===== src/rtl/inst_fetch.sv =====
// Instruction fetch stage: builds each 32-bit little-endian instruction from four
// byte reads on a 1-cycle-latency memory port, holds it under stall, redirects on jump.
module inst_fetch #(
    parameter logic [31:0] RESET_PC = 32'h0
) (
    input  logic        clk,
    input  logic        rst,
    input  logic        stall_i,
    input  logic        jump_i,
    input  logic [31:0] jump_addr_i,
    output logic        mem_rd_o,
    output logic [31:0] mem_addr_o,
    input  logic [7:0]  mem_data_i,
    output logic [31:0] pc_o,
    output logic [31:0] inst_o,
    output logic        inst_valid_o
);

    // state   | meaning
    // S_F0    | request byte 0 at pc
    // S_F1    | request byte 1, capture byte 0
    // S_F2    | request byte 2, capture byte 1
    // S_F3    | request byte 3, capture byte 2
    // S_F4    | no request, byte 3 arrives, instruction loaded on the edge
    // S_VALID | instruction presented, held while stall_i = 1
    typedef enum logic [2:0] {
        S_F0    = 3'd0,
        S_F1    = 3'd1,
        S_F2    = 3'd2,
        S_F3    = 3'd3,
        S_F4    = 3'd4,
        S_VALID = 3'd5
    } state_t;

    state_t      r_state;
    state_t      w_state_nxt;
    logic [31:0] r_pc;
    logic [31:0] w_pc_nxt;
    logic [7:0]  r_b0;
    logic [7:0]  r_b1;
    logic [7:0]  r_b2;
    logic [31:0] r_inst;
    logic [31:0] r_pc_out;
    logic        r_valid;
    logic        w_valid_nxt;
    logic        w_load;
    logic        w_rd;
    logic [31:0] w_addr;
    logic [31:0] w_jump_pc;

    assign w_jump_pc = jump_addr_i & 32'hFFFF_FFFC;

    always_ff @(posedge clk or posedge rst) begin
        if (rst) begin
            r_state <= S_F0;
            r_pc    <= RESET_PC;
            r_valid <= 1'b0;
        end else begin
            r_state <= w_state_nxt;
            r_pc    <= w_pc_nxt;
            r_valid <= w_valid_nxt;
        end
    end

    always_comb begin
        w_state_nxt = r_state;
        w_pc_nxt    = r_pc;
        w_valid_nxt = r_valid;
        w_load      = 1'b0;
        w_rd        = 1'b0;
        w_addr      = r_pc;
        case (r_state)
            S_F0: begin
                w_rd        = 1'b1;
                w_state_nxt = S_F1;
            end
            S_F1: begin
                w_rd        = 1'b1;
                w_addr      = r_pc + 32'd1;
                w_state_nxt = S_F2;
            end
            S_F2: begin
                w_rd        = 1'b1;
                w_addr      = r_pc + 32'd2;
                w_state_nxt = S_F3;
            end
            S_F3: begin
                w_rd        = 1'b1;
                w_addr      = r_pc + 32'd3;
                w_state_nxt = S_F4;
            end
            S_F4: begin
                w_load      = 1'b1;
                w_valid_nxt = 1'b1;
                w_state_nxt = S_VALID;
            end
            S_VALID: begin
                if (!stall_i) begin
                    w_pc_nxt    = r_pc + 32'd4;
                    w_valid_nxt = 1'b0;
                    w_state_nxt = S_F0;
                end
            end
            default: begin
                w_state_nxt = S_F0;
            end
        endcase
        // A jump overrides everything, including an accept or a pending load.
        if (jump_i) begin
            w_pc_nxt    = w_jump_pc;
            w_valid_nxt = 1'b0;
            w_load      = 1'b0;
            w_state_nxt = S_F0;
        end
    end

    always_ff @(posedge clk or posedge rst) begin
        if (rst) begin
            r_b0 <= 8'h00;
            r_b1 <= 8'h00;
            r_b2 <= 8'h00;
        end else begin
            if (r_state == S_F1) r_b0 <= mem_data_i;
            if (r_state == S_F2) r_b1 <= mem_data_i;
            if (r_state == S_F3) r_b2 <= mem_data_i;
        end
    end

    always_ff @(posedge clk or posedge rst) begin
        if (rst) begin
            r_inst   <= 32'h0;
            r_pc_out <= RESET_PC;
        end else if (w_load) begin
            r_inst   <= {mem_data_i, r_b2, r_b1, r_b0};
            r_pc_out <= r_pc;
        end
    end

    assign mem_rd_o     = w_rd & ~rst;
    assign mem_addr_o   = w_addr;
    assign pc_o         = r_pc_out;
    assign inst_o       = r_inst;
    assign inst_valid_o = r_valid;

endmodule


===== config.mk =====
export PLATFORM = sky130hd
export DESIGN_NAME = inst_fetch
export DESIGN_NICKNAME = d
export VERILOG_FILES = /design/src/rtl/inst_fetch.sv
export SDC_FILE = /design/constraint.sdc
export NUM_CORES = 1
export LEC_CHECK = 0
export BUFFER_PORTS_ARGS = -buffer_cell sky130_fd_sc_hd__buf_2
export CORE_MARGIN = 1
export CORE_UTILIZATION = 28
export DETAILED_ROUTE_END_ITERATION = 8
export PLACE_DENSITY_LB_ADDON = 0.1
export SYNTH_ARGS = -nofsm -noshare
export SYNTH_HDL_FRONTEND = slang
export SYNTH_SLANG_ARGS = --single-unit

===== constraint.sdc =====
create_clock -name clk -period 9.3 [get_ports clk]
set_input_delay 0.93 -clock clk [delete_from_list [all_inputs] [get_ports clk]]
set_output_delay 0.93 -clock clk [all_outputs]
set_load 0.01 [all_outputs]

Word-level counts from Yosys, hierarchy flattened

Index checks and enable logic that the tools add are counted.

Bits in registers: 124
Input bits: 44
Output and inout port bits: 98
Logic and storage cells: 40

Add/sub/neg operators: 4
Equal/unequal tests: 7
Muxes and demuxes: 13
Bitwise gates (word level): 2
Reductions and logical operators: 6

Operators with widths:

| cell                                                                    | number |
|---|---|
| 32-bit 2-to-1 mux                                                       | 3 |
| 32-bit case mux with 3 select lines                                     | 1 |
| 32-bit by 2-bit adder with 32-bit output, second input constant         | 2 |
| 32-bit by 1-bit adder with 32-bit output, second input constant         | 1 |
| 32-bit by 3-bit adder with 32-bit output, second input constant         | 1 |
| 3-bit case mux with 6 select lines                                      | 1 |
| 3-bit by 2-bit equality test with 1-bit output, second input constant   | 2 |
| 3-bit equality test, second input constant                              | 2 |
| 3-bit 2-to-1 mux                                                        | 2 |
| 1-bit 2-to-1 mux                                                        | 5 |
| 2-bit AND reduction                                                     | 2 |
| 4-bit OR reduction                                                      | 1 |
| 3-bit by 1-bit equality test with 1-bit output, second input constant   | 1 |
| 3-bit zero test                                                         | 1 |
| 3-bit inequality test, second input constant                            | 1 |
| 3-bit nonzero test                                                      | 1 |
| 2-bit by 1-bit inequality test with 1-bit output, second input constant | 1 |
| 1-bit case mux with 2 select lines                                      | 1 |
| 2-bit nonzero test                                                      | 1 |
| 1-bit AND                                                               | 1 |
| 1-bit inverter                                                          | 1 |

Logic depth before layout (Yosys ltp)

Gate-level depths: netlist of run 1.

Word-level depth: 4
Gate-level depth with buffers: 8
Depth with buffers taken out: 4

Least setup slack after synthesis of run 1

No wires, ideal clock.

Path kind: input-to-reg
Start point: input port stall_i
End point: register r_pc[26]
Library setup time: 82 ps
Data arrival time: 2231 ps
Data required time: 9218 ps
Path slack: 6987 ps
Stages: 6
Path buffers: 2
Path through: and4bb_1 > buf_6 > nand4_4 > buf_6 > or4_1 > a31oi_1

Word-level cells in the longest chain between the ends: 2

Ends and longest elaborated chain:

| element                                                           | line | RTL |
|---|---|---|
| start: declaration                                                | 8    | `input logic stall_i,` |
| 2-bit by 1-bit inequality test with 1-bit output (no source line) | -    |  |
| 2-bit AND reduction (no source line)                              | -    |  |
| end signal: assignment                                            | 60   | `r_pc <= w_pc_nxt;` |
| end: declaration                                                  | 37   | `logic [31:0] r_pc;` |

No other way between the ends.
A chain may end at the register's enable or synchronous reset.

Final worst setup path of run 1

Start point: input port stall_i
End point: register r_pc[31]

The elaborated chain is that of the path after synthesis.

==> flow_summary.toml, run 1 <==
[power_and_ir_drop]
finalPower_w = 0.00188
power_density_mw_per_mm2 = 282
p_leak_nw = 3.11
ir_drop_mv = 0.120

[finish]
multi_input_area_mm2 = 0.00205
area_growth_pct = 25.8
final-seq-area_mm2 = 0.00300
layout.nets = 588
final_util_pct = 36.5
drive_gt1_share_pct = 46.8
num_antenna_cells = 0
stdcell_count = 782
fillers = 1857

[synthesis]
synth_edf_count = 0
yosysUniqueCellTypes = 38
synth-seq-cells = 120
yosysSeqAreaShare_pct = 56.6
synth_top_area_share_pct = 56.6
async_flop_share_pct = 100
synth_area_leaders = "dfrtp_1 (57%), mux2_2 (18%), clkbuf_1 (2.8%)"
synth_area_leader_cell = "dfrtp_1"
syn_inst = 439
synth-main-ff-cell = "dfrtp_1"
avgSynthCellArea_um2 = 12.1
syn_area_mm2 = 0.00530
ys_warn_count = 0
synth_most_common_cell = "dfrtp_1"
ys_top_cells_by_count = "dfrtp_1 (120), mux2_2 (86), clkbuf_1 (40), nand2_1 (27), or4_1 (18)"

[global_route]
grt_max_degree = 69
globalRouteOverflowTotal = 0
antenna_found_initial = 0
grt_pass1_vias = 3857
grtUsageTotal_pct = 14.2
grt_pass1_wl_um = 21100

[clock_tree]
clock-sinks = 120
root_buffer = "clkbuf_16"
cts_hold_buf = 0
clk_pin_slew_ns = 0.06
ctsResizeCount = 0
cts-htree-levels = 4
cts_tree = "yes"
cts_buffers = 17
cts_setup_buffers = 0
clk_path_buf_depth = 2
clock_latency_ns = 0.41

[floorplanning]
rows = 49
die_y_um = 140
core_mm2 = 0.0183
start_util_pct = 29.0
design.die.area_mm2 = 0.0195
io_pins = 142
die_w_um = 140

[worst_setup_path]
criticalPathCategory = "in -> reg"
r2r-start = "r_state[2]$_DFFE_PP0P_"
crit_family = "simple AND/OR/NAND/NOR gates"
path_cells = "buf_2, and4bb_1, nand4_1, or4_1, a31oi_1"
slowest_delay_ns = 0.68
crit_fanout = 12
reg2reg_slack_ns = 6.64
critPathLaunch = "stall_i"
worst_ep_required_time_ns = 9.62
crit_buf_inv = 1
slowest_stage = "or4_1"
startpoint_type = "primary input"
critPathArrivalTime_ns = 3.11
critPathCaptureType = "register"

[route]
vias = 3728
wl_per_cell_um = 16.3
drc = 0
routed_wl_um = 12700
drtAntennaViolNets = 0
drt_first_pass_iters = 4
first_iter_violations = 151
routed_via_density = 4.77

[flow_run]
drv_cap = 0

[timing]
maxSlewViolCount = 0
final.setup.tns_ns = 0
worst_pin_slew_ns = 0.975
fin_worst_skew_ns = 0.00717
rsz0062_at_grt = "false"
period_share_pct = 30.0
fmax_ghz = 0.358
setup_viol_count_final = 0
slew_headroom_pct = 34.6
final_hold_viol_count = 0
fin_crit_ns = 2.79
worst_slack_ns = 6.51

[placement]
io_buffers = 137
dp_hpwl_um = 8530
place_ws_ns = 6.09
dp_cells = 753
gp_congestion = 0.742

[worst_hold_path]
holdCritStartpoint = "r_b1[7]$_DFFE_PP0P_"
hp-class = "reg -> reg"

[outcome]
status = "finished clean"
## cell usage in the layout (no fill, tap or decap), types with 5 or more instances in the layout
cell type	Yosys	layout
buf_2	9	137
dfrtp_1	120	120
mux2_2	86	86
nand2_1	27	27
or4_1	18	18
nand3_1	17	17
clkbuf_16	0	17
nor2_1	17	16
a31oi_1	14	14
o31ai_1	12	12
o21ai_0	12	12
nand4_1	6	6
xor2_1	6	6
o211ai_1	6	6
and3_1	5	5
## layout make-up
| class | count | share of cell area, % |
|---|---|---|
| timing repair buffer | 139 | 10.5 |
| inverter | 4 | 0.263 |
| tap | 229 | 4.29 |
| multi-input combinational | 261 | 30.7 |
| clock inverter | 8 | 2.19 |
| sequential | 120 | 45.0 |
| clock buffer | 21 | 7.05 |
## registers in the layout, indices dropped and copies added, names as in the netlist
| name | flops |
|---|---|
| r_b1 | 8 |
| inst_valid_o | 1 |
| r_state | 3 |
| r_b2 | 8 |
| pc_o | 30 |
| r_pc | 30 |
| r_b0 | 8 |
| inst_o | 32 |
## layer usage
| metal | wire, um | track usage (%) |
|---|---|---|
| met4 | 291 | 7.06 |
| met1 | 6270 | 19.4 |
| met5 | 0 | 0 |
| met3 | 603 | 3.72 |
| met2 | 5550 | 20.7 |
## where the power goes
| part | leakage, nW | switching (W) | total, W | internal (W) |
|---|---|---|---|---|
| clock | 0.301 | 0.000231 | 0.000695 | 0.000464 |
| combinational | 1.32 | 0.000190 | 0.000408 | 0.000218 |
| sequential | 1.48 | 0.0000904 | 0.000779 | 0.000689 |
## final timing paths
| kind | end | cells after the start |
|---|---|---|
| worst max-delay path | r_pc[31]$_DFFE_PP0P_ | 5 |
| worst min-delay path | inst_o[15]$_DFFE_PP0P_ | 1 |
| worst max register to register | r_pc[31]$_DFFE_PP0P_ | 4 |
| worst min register to register | inst_o[15]$_DFFE_PP0P_ | 1 |
| max in group asynchronous | inst_o[31]$_DFFE_PP0P_ | 3 |
| min in group asynchronous | pc_o[3]$_DFFE_PP0P_ | 2 |
## cell families after synthesis
family	after synthesis	synth area share, %
XOR/XNOR	9	1.49
multiplexers	87	18.5
buffers and inverters	59	4.95
flip-flops	120	56.6
AO/OA/AOI/OAI	49	6.02
adder cells (fa/ha/maj)	1	0.236
AND/OR/NAND/NOR	113	12.2
other	1	0.0707
## stage by stage
stage                     hold WS [ns]  area (um2)
after floorplan                  0.474        5310
after global placement           0.482        6060
after CTS                        0.499        6670
after detailed placement         0.488        6060
after global routing             0.511        6670
final                            0.496        6670
(Power assumes the default switching activity.)
==> run 2: changes to the inputs <==
--- a/config.mk
+++ b/config.mk
@@ -5,6 +5,7 @@
 export SDC_FILE = /design/constraint.sdc
 export NUM_CORES = 1
 export LEC_CHECK = 0
+export ABC_AREA = 1
 export BUFFER_PORTS_ARGS = -buffer_cell sky130_fd_sc_hd__buf_2
 export CORE_MARGIN = 1
 export CORE_UTILIZATION = 28
==> constraint.sdc (replaced) <==
create_clock -name clk -period 2.9 [get_ports clk]
set_input_delay 0.29 -clock clk [delete_from_list [all_inputs] [get_ports clk]]
set_output_delay 0.29 -clock clk [all_outputs]
set_load 0.01 [all_outputs]
==> run 2 against run 1 <==
Net effect:
- design area up 9.0%
- worst setup slack worse by 5.5 ns
- final cell count up 39%
- hold slack worse by 0.34 ns
- sequential power rose to 3.1 times the previous value
- first-iteration DRC count up 64%
- critical path type is now reg -> out
- critical endpoint is now mem_addr_o[0]
- largest power group unchanged
==> flow_summary.toml, run 2 <==
[timing]
slew_headroom_pct = 46.3
rsz0062_at_grt = "false"
fmax_ghz = 0.514
maxSlewViolCount = 0
final_hold_viol_count = 0
final.setup.tns_ns = 0
fin_worst_skew_ns = 0.0109
worst_pin_slew_ns = 0.805
period_share_pct = 67.0
fin_crit_ns = 1.94
worst_slack_ns = 0.956
setup_viol_count_final = 0

[worst_setup_path]
slowest_delay_ns = 0.59
crit_buf_inv = 3
r2r_cells = 8
criticalPathCategory = "reg -> out"
startpoint_type = "register"
worst-path-stages = 5
slowest_stage = "dfrtp_1"
crit_fanout = 18
critPathArrivalTime_ns = 1.65
path_cells = "inv_1, nand3_1, buf_4, nand2_1, buf_2"
crit_family = "flip-flops"
critPathCaptureType = "output port"
worst_ep_required_time_ns = 2.61

[floorplanning]
die_w_um = 146
io_pins = 142
rows = 52
core_mm2 = 0.0203
design.die.area_mm2 = 0.0214
die_y_um = 146
start_util_pct = 28.7

[synthesis]
synth_most_common_cell = "nand2_1"
synth-simple-area-share_pct = 24.7
yosysUniqueCellTypes = 33
syn_area_mm2 = 0.00583
synth_area_leaders = "dfrtp_1 (51%), nand2_1 (13%), o21ai_0 (6.2%)"
syn_inst = 698
ys_top_cells_by_count = "nand2_1 (196), dfrtp_1 (120), o21ai_0 (72), nor2_1 (58), inv_1 (53)"
synth_top_area_share_pct = 51.5
synthMuxAreaShare_pct = 5.02
synth_edf_count = 0
avgSynthCellArea_um2 = 8.36
synth-seq-cells = 120
async_flop_share_pct = 100
synth_top_family_by_area = "simple AND/OR/NAND/NOR gates"
synth-main-ff-cell = "dfrtp_1"
synthAdderAreaFrac_pct = 0.215
synth_xor_area_share_pct = 0
ys_warn_count = 0
synth_compound_area_share_pct = 10.1
yosysSeqAreaShare_pct = 51.5
synth_area_leader_cell = "dfrtp_1"

[route]
routed_via_density = 4.51
first_iter_violations = 247
drc = 0
vias = 4915
routed_wl_um = 16300
drt_first_pass_iters = 6
wl_per_cell_um = 15.0
drtAntennaViolNets = 0

[finish]
num_antenna_cells = 0
layout.nets = 851
final-seq-area_mm2 = 0.00300
fillers = 2159
area_growth_pct = 24.7
multi_input_area_mm2 = 0.00234
drive_gt1_share_pct = 25.9
layout_common_cells = "nand2_1 (196), buf_2 (137), dfrtp_1 (120), o21ai_0 (72), nor2_1 (58)"
final_common_cell = "nand2_1"
largest_reg_flops = 32

[power_and_ir_drop]
swShare_pct = 34.0
pwr-share-clk_pct = 35.3
p_leak_nw = 3.74
pwr-share-seq_pct = 42.0
intPower_w = 0.00385
ir_drop_mv = 0.375
netSwitchingPower_w = 0.00198
combPwrFrac_pct = 22.7
power_density_mw_per_mm2 = 802

[clock_tree]
clk_path_buf_depth = 2
ctsResizeCount = 0
root_buffer = "clkbuf_16"
clock_latency_ns = 0.42
cts_tree = "yes"
cts-htree-levels = 4
cts_buffers = 17
clock-sinks = 120
clk_pin_slew_ns = 0.06

[global_route]
globalRouteOverflowTotal = 0
grt_pass1_wl_um = 26500
grt_max_degree = 64
grtUsageTotal_pct = 16.1
antenna_found_initial = 0
grt_pass1_vias = 4782

[placement]
place_ws_ns = 1.10
dp_hpwl_um = 11700
gp_congestion = 0.757
io_buffers = 137

[outcome]
status = "finished clean"

[worst_hold_path]
whs_path_depth = 3
hp-class = "in -> reg"

[flow_run]
drv_cap = 0
run 2: power by group through the flow:
stage	combinational, W	sequential, W	clock, W
final	0.00132	0.00245	0.00206
after global routing	0.00149	0.00252	0.00220
after CTS	0.00136	0.00246	0.00211
after detailed placement	0.00135	0.00248	0
after global placement	0.00134	0.00247	0
after floorplan	0.000646	0.00258	0
run 2: kinds of logic after synthesis:
| kind of cell | Yosys count |
|---|---|
| buffers and inverters | 116 |
| and+or+nand+nor | 323 |
| DFF | 120 |
| adders and majority gates | 1 |
| muxes | 26 |
| other | 1 |
| AOI/OAI and AO/OA | 111 |
run 2: worst min-delay path, stage by stage:
cell and delay (ns):
buf_2 0.10, nand2_1 0.06, a31oi_1 0.08
run 2: per-layer routing:
layer | part of all wire, % | wire, um | up-vias | track usage (%)
met5 | 0 | 0 | - | 0
met4 | 1.2 | 189 | 0 | 4.74
met3 | 4.9 | 798 | 16 | 3.75
met2 | 48 | 7760 | 143 | 26.7
met1 | 46 | 7550 | 2329 | 20.8
li1 | - | - | 2427 | -
run 2: layout make-up:
cell class | instances | share of cell area (%)
flip-flops and latches | 120 | 41.3
clock buffers | 17 | 5.85
inverters | 57 | 3.06
repair buffers | 147 | 10.8
multi-input cells | 463 | 32.2
well taps | 270 | 4.64
clock inverters | 15 | 2.12
run 2: final timing paths:
path | from | slack [ns] | end
min in group asynchronous | rst | 0.30 | pc_o[5]$_DFFE_PP0P_
min | jump_addr_i[3] | 0.16 | r_pc[3]$_DFFE_PP0P_
max reg2reg | r_pc[3]$_DFFE_PP0P_ | 1.11 | r_pc[20]$_DFFE_PP0P_
max in group asynchronous | rst | 1.63 | inst_o[7]$_DFFE_PP0P_
min reg2reg | r_b2[1]$_DFFE_PP0N_ | 0.48 | r_b2[1]$_DFFE_PP0N_
max | r_state[2]$_DFFE_PP0P_ | 0.96 | mem_addr_o[0]
run 2: through the flow:
stage	instance area, um2	util [%]	instances	hold slack (ns)	total power (W)
2_1_floorplan	5840	-	699	0.446	0.00322
3_3_place_gp	6690	32.9	1056	0.186	0.00381
4_1_cts	7270	35.8	1089	0.137	0.00593
3_5_place_dp	6690	32.9	1056	0.186	0.00384
5_1_grt	7270	35.8	1089	0.139	0.00622
6_report	7270	35.8	1089	0.157	0.00583
run 2: repair_timing:
item	in CTS	in global routing
hold buffers	1	0
endpoints found under the setup margin	0	0
endpoints found under the hold margin	2	0
buffers inserted	0	0
